===== config.mk =====
export PLATFORM = sky130hd
export DESIGN_NAME = button_conditioner
export DESIGN_NICKNAME = d
export VERILOG_FILES = /design/src/rtl/button_conditioner.sv
export SDC_FILE = /design/constraint.sdc
export NUM_CORES = 1
export LEC_CHECK = 0
export CAP_MARGIN = 20
export CORE_ASPECT_RATIO = 1.25
export CORE_MARGIN = 1.5
export CORE_UTILIZATION = 38
export DETAILED_ROUTE_END_ITERATION = 7
export SLEW_MARGIN = 15
export SYNTH_ARGS = -nofsm -noshare
export SYNTH_HDL_FRONTEND = slang
export SYNTH_SLANG_ARGS = --single-unit

===== constraint.sdc =====
create_clock -name clock -period 3.25 [get_ports clock]
set_input_delay 0.4875 -clock clock [delete_from_list [all_inputs] [get_ports clock]]
set_output_delay 0.4875 -clock clock [all_outputs]
set_load 0.005 [all_outputs]

===== src/rtl/button_conditioner.sv =====
// Push-button conditioner: per-button 2-flop synchronizer, debounce filter,
// registered press/release strobes and optional auto-repeat strobes.
module button_conditioner #(
    parameter int NUM_BTNS        = 4,
    parameter bit BTN_ACTIVE_LOW  = 1'b1,
    parameter int DEBOUNCE_CYCLES = 500000,
    parameter int REPEAT_DELAY    = 25000000,
    parameter int REPEAT_PERIOD   = 5000000
) (
    input  logic                clock,
    input  logic                reset_n,
    input  logic [NUM_BTNS-1:0] btns_raw,
    output logic [NUM_BTNS-1:0] btns_level,
    output logic [NUM_BTNS-1:0] btns_press,
    output logic [NUM_BTNS-1:0] btns_release,
    output logic [NUM_BTNS-1:0] btns_repeat,
    output logic                any_held
);

    localparam int DB_W    = $clog2(DEBOUNCE_CYCLES + 1);
    localparam int RPT_MAX = (REPEAT_DELAY > REPEAT_PERIOD) ? REPEAT_DELAY : REPEAT_PERIOD;
    localparam int RPT_W   = (RPT_MAX < 1) ? 1 : $clog2(RPT_MAX + 1);

    localparam logic [DB_W-1:0]  DB_LAST     = DB_W'(DEBOUNCE_CYCLES - 1);
    localparam logic [RPT_W-1:0] DELAY_LAST  = RPT_W'(REPEAT_DELAY - 1);
    localparam logic [RPT_W-1:0] PERIOD_LAST = RPT_W'(REPEAT_PERIOD - 1);

    typedef enum logic [1:0] {
        RPT_IDLE,
        RPT_DELAY,
        RPT_REPEAT
    } rpt_state_t;

    logic [NUM_BTNS-1:0] level_next;
    logic                any_held_reg;

    genvar gi;
    generate
        for (gi = 0; gi < NUM_BTNS; gi++) begin : g_btn
            logic             sync1_reg;
            logic             sync2_reg;
            logic             pressed_sync;
            logic [DB_W-1:0]  db_cnt_reg;
            logic [DB_W-1:0]  db_cnt_next;
            logic             lvl_reg;
            logic             lvl_next;
            logic             press_reg;
            logic             release_reg;
            logic             repeat_reg;
            rpt_state_t       state_reg;
            rpt_state_t       state_next;
            logic [RPT_W-1:0] rpt_cnt_reg;
            logic [RPT_W-1:0] rpt_cnt_next;
            logic             rpt_pulse_next;

            // Synchronizer carries the raw pin level; polarity is normalized after it.
            assign pressed_sync = sync2_reg ^ BTN_ACTIVE_LOW;

            always_comb begin
                lvl_next    = lvl_reg;
                db_cnt_next = '0;
                if (pressed_sync != lvl_reg) begin
                    if (db_cnt_reg == DB_LAST) begin
                        lvl_next = pressed_sync;
                    end else begin
                        db_cnt_next = db_cnt_reg + 1'b1;
                    end
                end
            end

            // Repeat FSM follows the next debounced level so that a falling level
            // cancels any repeat pulse on the same edge as the release strobe.
            always_comb begin
                state_next     = state_reg;
                rpt_cnt_next   = rpt_cnt_reg;
                rpt_pulse_next = 1'b0;
                if (REPEAT_PERIOD == 0 || !lvl_next) begin
                    state_next   = RPT_IDLE;
                    rpt_cnt_next = '0;
                end else begin
                    case (state_reg)
                        RPT_IDLE: begin
                            state_next   = RPT_DELAY;
                            rpt_cnt_next = '0;
                        end
                        RPT_DELAY: begin
                            if (rpt_cnt_reg == DELAY_LAST) begin
                                rpt_pulse_next = 1'b1;
                                rpt_cnt_next   = '0;
                                state_next     = RPT_REPEAT;
                            end else begin
                                rpt_cnt_next = rpt_cnt_reg + 1'b1;
                            end
                        end
                        RPT_REPEAT: begin
                            if (rpt_cnt_reg == PERIOD_LAST) begin
                                rpt_pulse_next = 1'b1;
                                rpt_cnt_next   = '0;
                            end else begin
                                rpt_cnt_next = rpt_cnt_reg + 1'b1;
                            end
                        end
                        default: begin
                            state_next   = RPT_IDLE;
                            rpt_cnt_next = '0;
                        end
                    endcase
                end
            end

            always_ff @(posedge clock or negedge reset_n) begin
                if (!reset_n) begin
                    sync1_reg   <= BTN_ACTIVE_LOW;
                    sync2_reg   <= BTN_ACTIVE_LOW;
                    db_cnt_reg  <= '0;
                    lvl_reg     <= 1'b0;
                    press_reg   <= 1'b0;
                    release_reg <= 1'b0;
                    repeat_reg  <= 1'b0;
                    state_reg   <= RPT_IDLE;
                    rpt_cnt_reg <= '0;
                end else begin
                    sync1_reg   <= btns_raw[gi];
                    sync2_reg   <= sync1_reg;
                    db_cnt_reg  <= db_cnt_next;
                    lvl_reg     <= lvl_next;
                    press_reg   <= lvl_next & ~lvl_reg;
                    release_reg <= ~lvl_next & lvl_reg;
                    repeat_reg  <= rpt_pulse_next;
                    state_reg   <= state_next;
                    rpt_cnt_reg <= rpt_cnt_next;
                end
            end

            assign level_next[gi]   = lvl_next;
            assign btns_level[gi]   = lvl_reg;
            assign btns_press[gi]   = press_reg;
            assign btns_release[gi] = release_reg;
            assign btns_repeat[gi]  = repeat_reg;
        end
    endgenerate

    always_ff @(posedge clock or negedge reset_n) begin
        if (!reset_n) begin
            any_held_reg <= 1'b0;
        end else begin
            any_held_reg <= |level_next;
        end
    end

    assign any_held = any_held_reg;

endmodule


; Word level (Yosys, flattened, before mapping)
; Index checks and enable logic that the tools add are counted.
[word_totals]
regBits = 209
input_bits = 6
out_inout_bits = 17
wordCells = 166
[op_classes]
addsub = 8
n_eq_ne = 32
mux = 60
n_bitwise = 20
reduce_logical = 9
[ops]
columns = cell, n
row1 = $mux 25, 12
row2 = $pmux 25 s2, 4
row3 = $mux 19, 8
row4 = $add 25x1->25 const B, 4
row5 = $eq 25x23->1 const B, 4
row6 = $eq 25x25->1 const B, 4
row7 = $add 19x1->19 const B, 4
row8 = $eq 19x19->1 const B, 4
row9 = $pmux 2 s3, 4
row10 = $mux 1, 20
row11 = $mux 2, 8
row12 = $ne 3x3->1 const B, 4
row13 = $not 1->1, 12
row14 = $and 1x1->1, 8
row15 = $eq 2x1->1 const B, 4
row16 = $eq 2x2->1 const B, 4
row17 = $logic_not 2->1, 4
row18 = $ne 2x2->1 const B, 4
row19 = $pmux 1 s2, 4
row20 = $reduce_and 2->1, 4
row21 = $ne 1x1->1, 4
row22 = $reduce_or 4->1, 1

; Longest topological paths before layout
; Gate-level depths: netlist of the first run.
[logic_depth]
word_depth = 5
depth_mapped = 8
mapped_depth_nobuf = 6

; Least setup slack after synthesis of the first run
; No wires, ideal clock.
[synth_timing]
kind = register to register
startpoint = register g_btn[2].db_cnt_reg[14]
endpoint = register g_btn[2].rpt_cnt_reg[11]
setup_ns = 0.073
arrival_time_ns = 2.380
t_required_ns = 3.177
setup_slack_ns = 0.797
stages_incl_launch_ff = 7
n_path_buf = 1
period_less_slack_ns = 2.453
path_cell_list = dfrtp_1 -> or4b_1 -> or4_4 -> or3_1 -> a221o_2 -> buf_6 -> nor2_1
[synth_via]
elab_chain_len = 4
[synth_rtl]
columns = item, line_no
row1 = start: declaration, 43  ; logic [DB_W-1:0] db_cnt_reg;
row2 = start signal: assignment, 125  ; db_cnt_reg <= db_cnt_next;
row3 = $eq 19x19->1, 63  ; if (db_cnt_reg == DB_LAST) begin
row4 = $mux 1, 63
row5 = $mux 1, 62  ; if (pressed_sync != lvl_reg) begin
row6 = $mux 25, 77  ; if (REPEAT_PERIOD == 0 || !lvl_next) begin
row7 = named net g_btn[2].rpt_cnt_next[11], 53  ; logic [RPT_W-1:0] rpt_cnt_next;
row8 = end signal: assignment, 131  ; rpt_cnt_reg <= rpt_cnt_next;
row9 = end: declaration, 52  ; logic [RPT_W-1:0] rpt_cnt_reg;
; The timed path passes the listed nets, and every way through them passes these cells.
; A chain may end at the register's enable or synchronous reset.

; Worst setup path in the final report of the first run
[layout_timing]
startpoint = register g_btn[2].rpt_cnt_reg[17]
endpoint = register g_btn[2].rpt_cnt_reg[18]
[layout_via]
elab_chain_len = 4
word_cells_on_any_way = 7
cone_classes = add/sub (1) / eq/ne (2) / mux (4)
[layout_rtl]
columns = item, line_no
row1 = $add 25x1->25 (tied with other cells), "92, 100"
row2 = $mux 25 (on tied branches), "96, 87"
row3 = $pmux 25 s2 *, 81  ; case (state_reg)
row4 = $mux 25 *, 77
row5 = named net g_btn[2].rpt_cnt_next[18], 53
; Mark *: on every way through the listed nets, which the timed path passes. The rest lies on a longest branch.

==> impl_results.md, run 1 <==
* Worst stage delay on the critical path at roughly 0.60 ns
* GRT Total Usage at 14.1%
* Initial DRC Count at 383
* Sequential area share after synthesis at about half
* Synth area leader: dfrtp_1
* Post-synthesis async set-or-reset flop share at between 90% and 100%
* Max-slew headroom at 41.4%
* Crit path cell chain: or4_1 -> or4_1 -> o21ai_0 -> a221o_2 -> nor2_1
* Starting Density at between 30 and 40%
* Cts bufs inserted at 23
* Flop pwr share at around half
* Final hold vios at 0
* Number of synthesized flops with an enable pin at 0
* Period utilization at 81.4%
* Synth Flop Type: dfrtp_1
* Final core occ at 43.2%
* Mapped Area at 10300 um^2
* Post-Synthesis Mean Instance Area at a little under 10 um^2
* Max frequency at 0.378 GHz
* Placer Congestion at approximately 0.79
* Cell depth of the worst hold path at 0
* Total length of routed wires at 19000 um
* Crit path buffers/inverters at 0
* Switch Pwr at roughly 1.1 mW
* Clock transition at path regs at roughly 0.06 ns
* Die width at 150 um
* DP Wirelength at between 10000 and 15000 um
* Setup TNS at 0 ns
* Reg-to-reg endpoint: g_btn[2].rpt_cnt_reg[18]$_DFF_PN0_
* H-tree lvl count at 1
* Pwr Density at around 450 nW/um^2
* Worst-Skew Late Latency at around 0.5 ns
* Core Rows at 67
* Die height at 187 um
* Area share of the leading cell type in the synthesized netlist at between 40% and 50%
* Max-cap violation count at 0
* Commonest non-fill, non-tap cell in the layout: nor2_1
* Status: completed
* Post-layout minimum cycle time at between 2 and 3 ns
* CTS tree: built
* Most frequent cells in the layout: 218 x nor2_1, 201 x dfrtp_1, 97 x xor2_1
* DRT Pass-1 Iters at 4
* Worst hold slack at between 0.3 and 0.4 ns
* Core area at roughly 27000 um^2
* CP Capture Type: register
* Final setup violation count at 0
* Setup Buffers After CTS at 0
* Fin nets at 1100
* R2R depth at 5
* Gr ovfl total at 0
* Routed Antenna Nets at 0
* Delay-heaviest family, CP: simple AND/OR/NAND/NOR gates
* Ant. Diodes at 0
* Largest net degree at the start of global routing at between 80 and 90
* Fin Clk Skew at about 0.02 ns
* Worst-margin pin slew at ~0.87 ns
* Largest cells by area after synthesis: dfrtp_1 49%, xor2_1 8.2%, nor2_1 7.9%
* Mapped Cells at 1054
* Hold Path Class: reg -> reg
* Synth Net Count at ~1100
* CTS sink count at about 210
* WP data required at about 3.6 ns
* Max IR drop VDD at approximately 0.00030 V
* Lkg Pwr at approximately 4.7 nW
* Crit path DAT at slightly above 3 ns
* CP Class: reg -> reg
* First-pass GRT wire length at 33500 um
* Max Slew Vio Count at 0
* Switching share of power at between 20% and 30%
* R2r setup slk at between 0.6 and 0.7 ns
* Slowest cell on crit path: or4_1
* # IOs at 23
* Vias at between 7000 and 8000
* Layout cell share with drive strength beyond 1 at about 5.6%
* Yosys reg bits at 209
* DR WL/cell at around 13 um
* RSZ-0062 raised after global routing: false
* DR vias/cell at 5.05
* CP max FO at 25
* CTS max path bufs at 3
* Vias in the first global route at about 7000
* Clk pwr share at 47.6%
* Gate power share at under 10%
* Worst Setup Start Kind: register
* Largest register FFs at 100
* Worst hold start: g_btn[3].sync1_reg$_DFF_PN1_
* Hold EP: g_btn[3].sync2_reg$_DFF_PN1_
* Finished Layout Cells at 1433
* Die area at 28100 um^2
* Residual DRC at 0
* Internal Pwr Total at 4.11 mW
* Initial antenna violation count at 0
* Layout area overhead at 12.1%
* Worst r2r src: g_btn[2].rpt_cnt_reg[17]$_DFF_PN0_
* Post-Place Cells at roughly 1400
* IO buf count at 22
* Clk root buf: clkbuf_16
* Yosys cell types at 50
* Yosys warnings at 0
* Crit path top cell by count: or4_1
power groups by stage:
stage | registers, mW | clock network (mW) | logic [mW]
6_report | 2.64 | 2.49 | 0.102
5_1_grt | 2.64 | 2.71 | 0.123
4_1_cts | 2.64 | 2.59 | 0.108
3_5_place_dp | 2.69 | 0 | 0.107
3_3_place_gp | 2.69 | 0 | 0.106
2_1_floorplan | 2.68 | 0 | 0.0353
worst register-to-register path, cell delays in order, from the launching register on:
cell and delay (ns):
dfrtp_1 0.41, or4_1 0.53, or4_1 0.60, o21ai_0 0.32, a221o_2 0.53, nor2_1 0.12
stage by stage:
stage	instance area [um^2]	power, mW	setup slack, ns
2_1_floorplan	10300	2.72	0.797
3_3_place_gp	10800	2.79	0.643
3_5_place_dp	10800	2.79	0.591
4_1_cts	11600	5.34	0.578
5_1_grt	11600	5.47	0.390
6_report	11600	5.24	0.604
worst max path at each step:
stage | from | endpoint | cells after the start
final | g_btn[2].rpt_cnt_reg[17]$_DFF_PN0_ | g_btn[2].rpt_cnt_reg[18]$_DFF_PN0_ | 5
after global routing | g_btn[2].rpt_cnt_reg[15]$_DFF_PN0_ | g_btn[2].rpt_cnt_reg[14]$_DFF_PN0_ | 5
after CTS | g_btn[2].rpt_cnt_reg[15]$_DFF_PN0_ | g_btn[2].rpt_cnt_reg[18]$_DFF_PN0_ | 5
after detailed placement | g_btn[2].rpt_cnt_reg[17]$_DFF_PN0_ | g_btn[2].rpt_cnt_reg[18]$_DFF_PN0_ | 5
after global placement | g_btn[2].rpt_cnt_reg[17]$_DFF_PN0_ | g_btn[2].rpt_cnt_reg[9]$_DFF_PN0_ | 5
after floorplan | g_btn[2].db_cnt_reg[14]$_DFF_PN0_ | g_btn[2].rpt_cnt_reg[11]$_DFF_PN0_ | 6
area by class of cell:
cell class	instances	area, um^2
sequential	209	5240
clock buffer	33	643
fill	2596	15200
tap	345	432
inverter	39	146
clock inverter	9	82.6
timing repair buffer	31	320
multi-input combinational	767	4700
routing by layer:
metal	vias up	routed length [um]	global-route usage, %
met4	0	279	3.58
met2	83	9120	23.3
li1	3605	-	-
met3	26	671	2.37
met1	3517	8920	19.2
met5	-	0	0
cells in the mapped netlist, types with 2 or more instances:
| master | n |
|---|---|
| a21oi_1 | 8 |
| a31oi_1 | 2 |
| a41oi_1 | 2 |
| and2_1 | 3 |
| and3_1 | 33 |
| and4_1 | 16 |
| and4b_1 | 3 |
| buf_2 | 3 |
| buf_4 | 16 |
| buf_6 | 2 |
| clkbuf_1 | 18 |
| dfrtp_1 | 201 |
| dfstp_2 | 8 |
| ha_1 | 23 |
| inv_1 | 39 |
| mux2i_1 | 2 |
| nand2_1 | 57 |
| nand2b_1 | 2 |
| nand3_1 | 77 |
| nand4_1 | 47 |
| nor2_1 | 218 |
| nor2b_1 | 2 |
| nor3_1 | 29 |
| nor3b_1 | 3 |
| nor4_1 | 13 |
| nor4b_1 | 4 |
| nor4bb_1 | 6 |
| o21a_1 | 3 |
| o21ai_0 | 12 |
| o21ba_2 | 2 |
| o22a_1 | 2 |
| or2_2 | 3 |
| or3_1 | 5 |
| or4_1 | 10 |
| or4bb_1 | 4 |
| xnor2_1 | 66 |
| xor2_1 | 97 |
what timing repair did:
item | CTS | global route
endpoints found under the hold margin | 50 | 0
hold buffers | 1 | 0
gates resized for setup | 0 | 0
cell families (layout without fill, tap and decap cells):
group | Yosys count | count (layout) | synth area share, %
compound gates | 38 | 38 | 2.51
simple gates | 541 | 541 | 26.2
xor+xnor | 163 | 163 | 13.8
buf+inv | 78 | 112 | 3.60
fa+ha+maj | 23 | 23 | 2.79
mux | 2 | 2 | 0.194
flops | 209 | 209 | 50.8
(Power assumes the default switching activity.)
==> run 2, diff against run 1 <==
==> constraint.sdc (replaced) <==
create_clock -name clock -period 2.75 [get_ports clock]
set_input_delay 0.4125 -clock clock [delete_from_list [all_inputs] [get_ports clock]]
set_output_delay 0.4125 -clock clock [all_outputs]
set_load 0.005 [all_outputs]
==> run 2 against run 1 <==
Worst setup slack worse by 0.47 ns. Sequential share of layout area down 0.43 points. Register-to-register slack worse by 0.47 ns. Fmax up 1.1%. Worst hold slack worse by 0.047 ns. First-iteration DRC count down 29%.
==> impl_results.md, run 2 (synthesis gave the netlist of run 1 again) <==
* Max-slew headroom at 52.9% (+12 points)
* Gate power share at 2.0% (about the same)
* Cts bufs inserted at 24 (+4.3%)
* Setup Buffers After CTS at 0 (unchanged)
* Starting Density at 38.5% (unchanged)
* Worst-Skew Late Latency at 0.52 ns (about the same)
* Clk root buf: clkbuf_16
* Pwr Density at 541 nW/um^2 (+19%)
* RSZ-0062 raised after global routing: false
* H-tree lvl count at 1 (unchanged)
* Die height at 187 um (unchanged)
* WP data required at 3.19 ns (-0.43 ns)
* Met3 Use GR at 2.07% (-0.29 points)
* Post-layout minimum cycle time at 2.62 ns (-0.0295 ns)
* Layout area overhead at 13.2%
* Vias in the first global route at 7402 (+3.9%)
* First-pass GRT wire length at 34600 um (+3.2%)
* Commonest non-fill, non-tap cell in the layout: nor2_1
* Die width at 150 um (unchanged)
* Total length of routed wires at 19300 um (+1.7%)
* Max Slew Vio Count at 0 (unchanged)
* Internal Pwr Total at 4.98 mW (+21%)
* Post-Place Cells at 1395 (+0.36%)
* Die area at 28100 um^2 (unchanged)
* Core area at 26700 um^2 (unchanged)
* Max-cap violation count at 0 (unchanged)
* Worst-margin pin slew at 0.706 ns (-0.165 ns)
* IO buf count at 22 (unchanged)
* Max frequency at 0.382 GHz (+1.1%)
* Hold Path Class: in -> reg
* Lkg Pwr at 4.75 nW (+1.5%)
* CTS tree: built
* Switching share of power at 21.2% (-0.34 points)
* Residual DRC at 0 (unchanged)
* CP Capture Type: register
* Gr ovfl total at 0 (unchanged)
* Grt met1 use at 19.4% (+0.19 points)
* CTS sink count at 209 (unchanged)
* Clock transition at path regs at 0.06 ns (about the same)
* Fin Clk Skew at 0.0173 ns (-0.00222 ns)
* Period utilization at 95.1% (+14 points)
* DP Wirelength at 12900 um (+2.3%)
* Max IR drop VDD at 0.000446 V (+48%)
* CP max FO at 25 (unchanged)
* Met2 GRT Util at 24.6% (+1.3 points)
* Switch Pwr at 1.34 mW (+19%)
* Final hold vios at 0 (unchanged)
* Routed Antenna Nets at 0 (unchanged)
* Worst hold slack at 0.308 ns (-0.0470 ns)
* # IOs at 23 (unchanged)
* Largest net degree at the start of global routing at 91 (+5.8%)
* Status: completed
* Finished Layout Cells at 1438 (+0.35%)
* GRT busiest layer: met2
* CTS max path bufs at 3 (unchanged)
* Initial DRC Count at 272 (-29%)
* Placer Congestion at 0.766 (-2.7%)
* Core Rows at 67 (unchanged)
* Initial antenna violation count at 0 (unchanged)
* Clk pwr share at 48.6% (+1.0 points)
* Layout cell share with drive strength beyond 1 at 6.31% (+0.71 points)
* DRT Pass-1 Iters at 4 (unchanged)
* Most frequent cells in the layout: 218 x nor2_1, 201 x dfrtp_1, 97 x xor2_1
* Flop pwr share at 49.4% (-1.0 points)
* Ant. Diodes at 0 (unchanged)
* Crit path DAT at 3.05 ns (+0.03 ns)
* Worst Setup Start Kind: register
* Setup TNS at 0 ns (unchanged)
* DR vias/cell at 5.02 (-0.53%)
* Final setup violation count at 0 (unchanged)
* Largest register FFs at 100 (unchanged)
* Vias at 7218 (-0.18%)
* CP Class: reg -> reg
* Fin nets at 1106 (+0.55%)
* DR WL/cell at 13.4 um (+1.4%)
* GRT Total Usage at 14.5% (+0.40 points)
run 2: worst paths after layout:
path,start,endpoint,slack [ns],cells after the start
setup / recovery,g_btn[2].db_cnt_reg[14]$_DFF_PN0_,g_btn[2].rpt_cnt_reg[7]$_DFF_PN0_,0.13,5
hold reg to reg,g_btn[2].sync1_reg$_DFF_PN1_,g_btn[2].sync2_reg$_DFF_PN1_,0.36,0
setup reg to reg,g_btn[2].db_cnt_reg[14]$_DFF_PN0_,g_btn[2].rpt_cnt_reg[7]$_DFF_PN0_,0.13,5
max in group asynchronous,reset_n,g_btn[3].db_cnt_reg[17]$_DFF_PN0_,1.48,3
hold / removal,btns_raw[2],g_btn[2].sync1_reg$_DFF_PN1_,0.31,1
min in group asynchronous,reset_n,g_btn[2].rpt_cnt_reg[23]$_DFF_PN0_,0.52,2
run 2: area by class of cell:
cell class              count  area (um^2)
fillers                  2513        15100
flip-flops and latches    209         5240
multi-input cells         767         4700
clock buffers              36          737
well taps                 345          432
repair buffers             36          383
inverters                  39          146
clock inverters             6         37.5
run 2: repair_timing:
action,4_1_cts,5_1_grt
endpoints found under the hold margin,82,0
gates resized for setup,0,1
endpoints found under the setup margin,0,2
hold buffers,1,0
run 2: layer usage:
layer / share of wire [%] / vias to the layer above / routed length (um)
met5: 0 / - / 0
met4: 1.8 / 0 / 357
met1: 46 / 3497 / 8920
met2: 49 / 78 / 9440
li1: - / 3614 / -
met3: 3.1 / 29 / 593
run 2: power groups by stage:
stage | Combinational, mW | Clock (mW) | Sequential (mW)
3_5_place_dp | 0.132 | 0 | 3.17
3_3_place_gp | 0.131 | 0 | 3.17
5_1_grt | 0.151 | 3.31 | 3.12
4_1_cts | 0.133 | 3.19 | 3.12
6_report | 0.126 | 3.07 | 3.12
2_1_floorplan | 0.0417 | 0 | 3.17
run 2: critical path, cell delays in order (launching register included):
cell	delay, ns
dfrtp_1	0.40
or4b_1	0.52
or4_4	0.54
or3_1	0.34
a221o_2	0.56
nor2_1	0.18
run 2: stage by stage:
stage	power, mW	setup WS, ns	instance area, um^2	util, %
floorplan	3.21	0.297	10300	-
global placement	3.30	0.159	10900	40.7
finish	6.32	0.134	11700	43.6
detailed placement	3.31	0.126	10900	40.7
global route	6.58	0.0307	11700	43.6
CTS	6.44	0.129	11700	43.6
==> run 3, diff against run 2 <==
--- a/config.mk
+++ b/config.mk
@@ -8,8 +8,10 @@
 export CAP_MARGIN = 20
 export CORE_ASPECT_RATIO = 1.25
 export CORE_MARGIN = 1.5
-export CORE_UTILIZATION = 38
+export CORE_UTILIZATION = 55
+export CTS_CLUSTER_DIAMETER = 200
 export DETAILED_ROUTE_END_ITERATION = 7
+export PLACE_DENSITY = 0.72
 export SLEW_MARGIN = 15
 export SYNTH_ARGS = -nofsm -noshare
 export SYNTH_HDL_FRONTEND = slang
==> run 3 against run 2 <==
Register-to-register slack better by 0.02 ns. First-iteration DRC count up 66%. Via count up 1.1%. Combinational power about the same. Wire length up 2.7%. Critical endpoint is now g_btn[2].rpt_cnt_reg[8]$_DFF_PN0_. Clock-buffer cell count down 8.
==> impl_results.md, run 3 (synthesis gave the netlist of run 1 again) <==
* Switching share of power at 20.2% (-0.95 points)
* WP data required at 3.17 ns (-0.02 ns)
* DR vias/cell at 5.52 (+9.9%)
* DR WL/cell at 15.0 um (+12%)
* Max frequency at 0.386 GHz (+0.87%)
* Period utilization at 94.3% (-0.82 points)
* Placer Congestion at 0.791 (+3.2%)
* H-tree lvl count at 1 (unchanged)
* Die area at 19600 um^2 (-30%)
* Register area at 5240 um^2 (unchanged)
* Pre-CTS setup slack at 0.0794 ns (-0.0461 ns)
* Ant. Diodes at 0 (unchanged)
* Clock transition at path regs at 0.06 ns (about the same)
* Commonest non-fill, non-tap cell in the layout: nor2_1
* Cts bufs inserted at 22 (-8.3%)
* Gate power share at 1.9% (about the same)
* R2r setup slk at 0.16 ns (+0.02 ns)
* First-pass GRT wire length at 34300 um (-0.80%)
* Flop pwr share at 48.0% (-1.4 points)
* Slowest cell on crit path: or4_4
* IO buf count at 22 (unchanged)
* Final setup violation count at 0 (unchanged)
* Gr ovfl total at 0 (unchanged)
* Fillers at 1471 (-41%)
* Finished Layout Cells at 1322 (-8.1%)
* Layout area overhead at 12.1%
* Setup TNS at 0 ns (unchanged)
* RSZ-0062 raised after global routing: false
* Hold Path Class: in -> reg
* Max IR drop VDD at 0.000512 V (+15%)
* Hold EP: g_btn[3].sync1_reg$_DFF_PN1_
* Worst Setup Start Kind: register
* Largest net degree at the start of global routing at 84 (-7.7%)
* Worst r2r src: g_btn[2].db_cnt_reg[14]$_DFF_PN0_
* CTS max path bufs at 3 (unchanged)
* Setup Buffers After CTS at 0 (unchanged)
* Max Slew Vio Count at 0 (unchanged)
* CP max FO at 13 (-48%)
* Most frequent cells in the layout: 218 x nor2_1, 201 x dfrtp_1, 97 x xor2_1
* Clk root buf: clkbuf_16
* Total length of routed wires at 19800 um (+2.7%)
* Status: completed
* Switch Pwr at 1.31 mW (-1.8%)
* Crit path DAT at 3.01 ns (-0.04 ns)
* Pwr Density at 562 nW/um^2 (+3.9%)
* Vias at 7294 (+1.1%)
* Residual DRC at 0 (unchanged)
* Worst hold slack at 0.313 ns (+0.00488 ns)
* Core Rows at 55 (-18%)
* CTS tree: built
* DRT Pass-1 Iters at 4 (unchanged)
* Starting Density at 56.5% (+18 points)
* Crit path cell chain: or4b_1 -> or4_4 -> or3_1 -> a221o_2 -> nor2_1
* GRT Total Usage at 20.8% (+6.3 points)
* Cell depth of the worst hold path at 1 (unchanged)
* Die width at 125 um (-17%)
* Fin Clk Skew at 0.00871 ns (-0.00862 ns)
* Clk pwr share at 50.1% (+1.5 points)
* CP Capture Type: register
* Routed Antenna Nets at 0 (unchanged)
* Largest register FFs at 100 (unchanged)
* CTS sink count at 209 (unchanged)
* Post-Place Cells at 1281 (-8.2%)
* Area occupied by multi-input gates at 4710 um^2 (+0.27%)
* Worst stage delay on the critical path at 0.54 ns (-0.02 ns)
* Lkg Pwr at 4.76 nW (+0.29%)
* Internal Pwr Total at 5.18 mW (+4.1%)
* # IOs at 23 (unchanged)
* Worst hold start: btns_raw[3]
* Die height at 156 um (-17%)
* Post-layout minimum cycle time at 2.59 ns (-0.0226 ns)
* DP Wirelength at 13000 um (+1.1%)
* Max-slew headroom at 54.2% (+1.3 points)
* Vias in the first global route at 7246 (-2.1%)
* Core area at 18200 um^2 (-32%)
* Final Worst Setup Slack at 0.156 ns (+0.0226 ns)
* Initial DRC Count at 451 (+66%)
* Worst-margin pin slew at 0.687 ns (-0.0194 ns)
* Worst-Skew Late Latency at 0.50 ns (-0.02 ns)
* Crit path buffers/inverters at 0 (unchanged)
* Layout cell share with drive strength beyond 1 at 6.58% (+0.27 points)
* Delay-heaviest family, CP: simple AND/OR/NAND/NOR gates
* Max-cap violation count at 0 (unchanged)
* Overall power at 6.50 mW (+2.9%)
* Initial antenna violation count at 0 (unchanged)
* CP Class: reg -> reg
* Final hold vios at 0 (unchanged)
* Fin nets at 1108 (+0.18%)
* Reg-to-reg endpoint: g_btn[2].rpt_cnt_reg[8]$_DFF_PN0_
* R2R depth at 5 (unchanged)
[run 3: stage by stage]
step	util (%)	area [um^2]
3_5_place_dp	58.9	10700
3_3_place_gp	58.9	10700
5_1_grt	63.4	11600
6_report	63.4	11600
2_1_floorplan	-	10300
4_1_cts	63.3	11500
[run 3: power groups by stage]
stage	Combinational, mW	Sequential (mW)	Clock (mW)
after floorplan	0.0417	3.17	0
after global placement	0.127	3.17	0
after detailed placement	0.131	3.18	0
after CTS	0.132	3.12	3.34
after global routing	0.149	3.12	3.47
final	0.125	3.12	3.25
[run 3: repair_timing]
| action | 4_1_cts | 5_1_grt |
|---|---|---|
| gates resized for setup | 0 | 3 |
| hold endpoints to repair | 47 | 0 |
| hold buffers | 1 | 0 |
| setup endpoints to repair | 0 | 39 |
[run 3: area by class of cell]
class / count / share of cell area, %
Clock buffer: 28 / 5.31
Timing Repair Buffer: 39 / 3.28
Sequential cell: 209 / 45.3
Clock inverter: 11 / 1.59
Inverter: 39 / 1.27
Multi-Input combinational cell: 768 / 40.7
Tap cell: 228 / 2.47
[run 3: layer usage]
metal	up-vias	global-route usage, %	part of all wire [%]
li1	3630	-	-
met1	3539	27.2	44
met2	97	36.8	51
met4	0	4.87	1.6
met3	28	2.85	3.0
met5	-	0	0
[run 3: worst max-delay path by stage]
| stage | end | slack [ns] | cells after the start | from |
|---|---|---|---|---|
| 2_1_floorplan | g_btn[2].rpt_cnt_reg[11]$_DFF_PN0_ | 0.30 | 6 | g_btn[2].db_cnt_reg[14]$_DFF_PN0_ |
| 3_3_place_gp | g_btn[2].rpt_cnt_reg[19]$_DFF_PN0_ | 0.17 | 5 | g_btn[2].rpt_cnt_reg[17]$_DFF_PN0_ |
| 3_5_place_dp | g_btn[2].rpt_cnt_reg[13]$_DFF_PN0_ | 0.08 | 5 | g_btn[2].rpt_cnt_reg[17]$_DFF_PN0_ |
| 4_1_cts | g_btn[2].rpt_cnt_reg[8]$_DFF_PN0_ | 0.07 | 5 | g_btn[2].rpt_cnt_reg[15]$_DFF_PN0_ |
| 5_1_grt | g_btn[2].rpt_cnt_reg[12]$_DFF_PN0_ | 0.06 | 5 | g_btn[2].db_cnt_reg[14]$_DFF_PN0_ |
| 6_report | g_btn[2].rpt_cnt_reg[8]$_DFF_PN0_ | 0.16 | 5 | g_btn[2].db_cnt_reg[14]$_DFF_PN0_ |
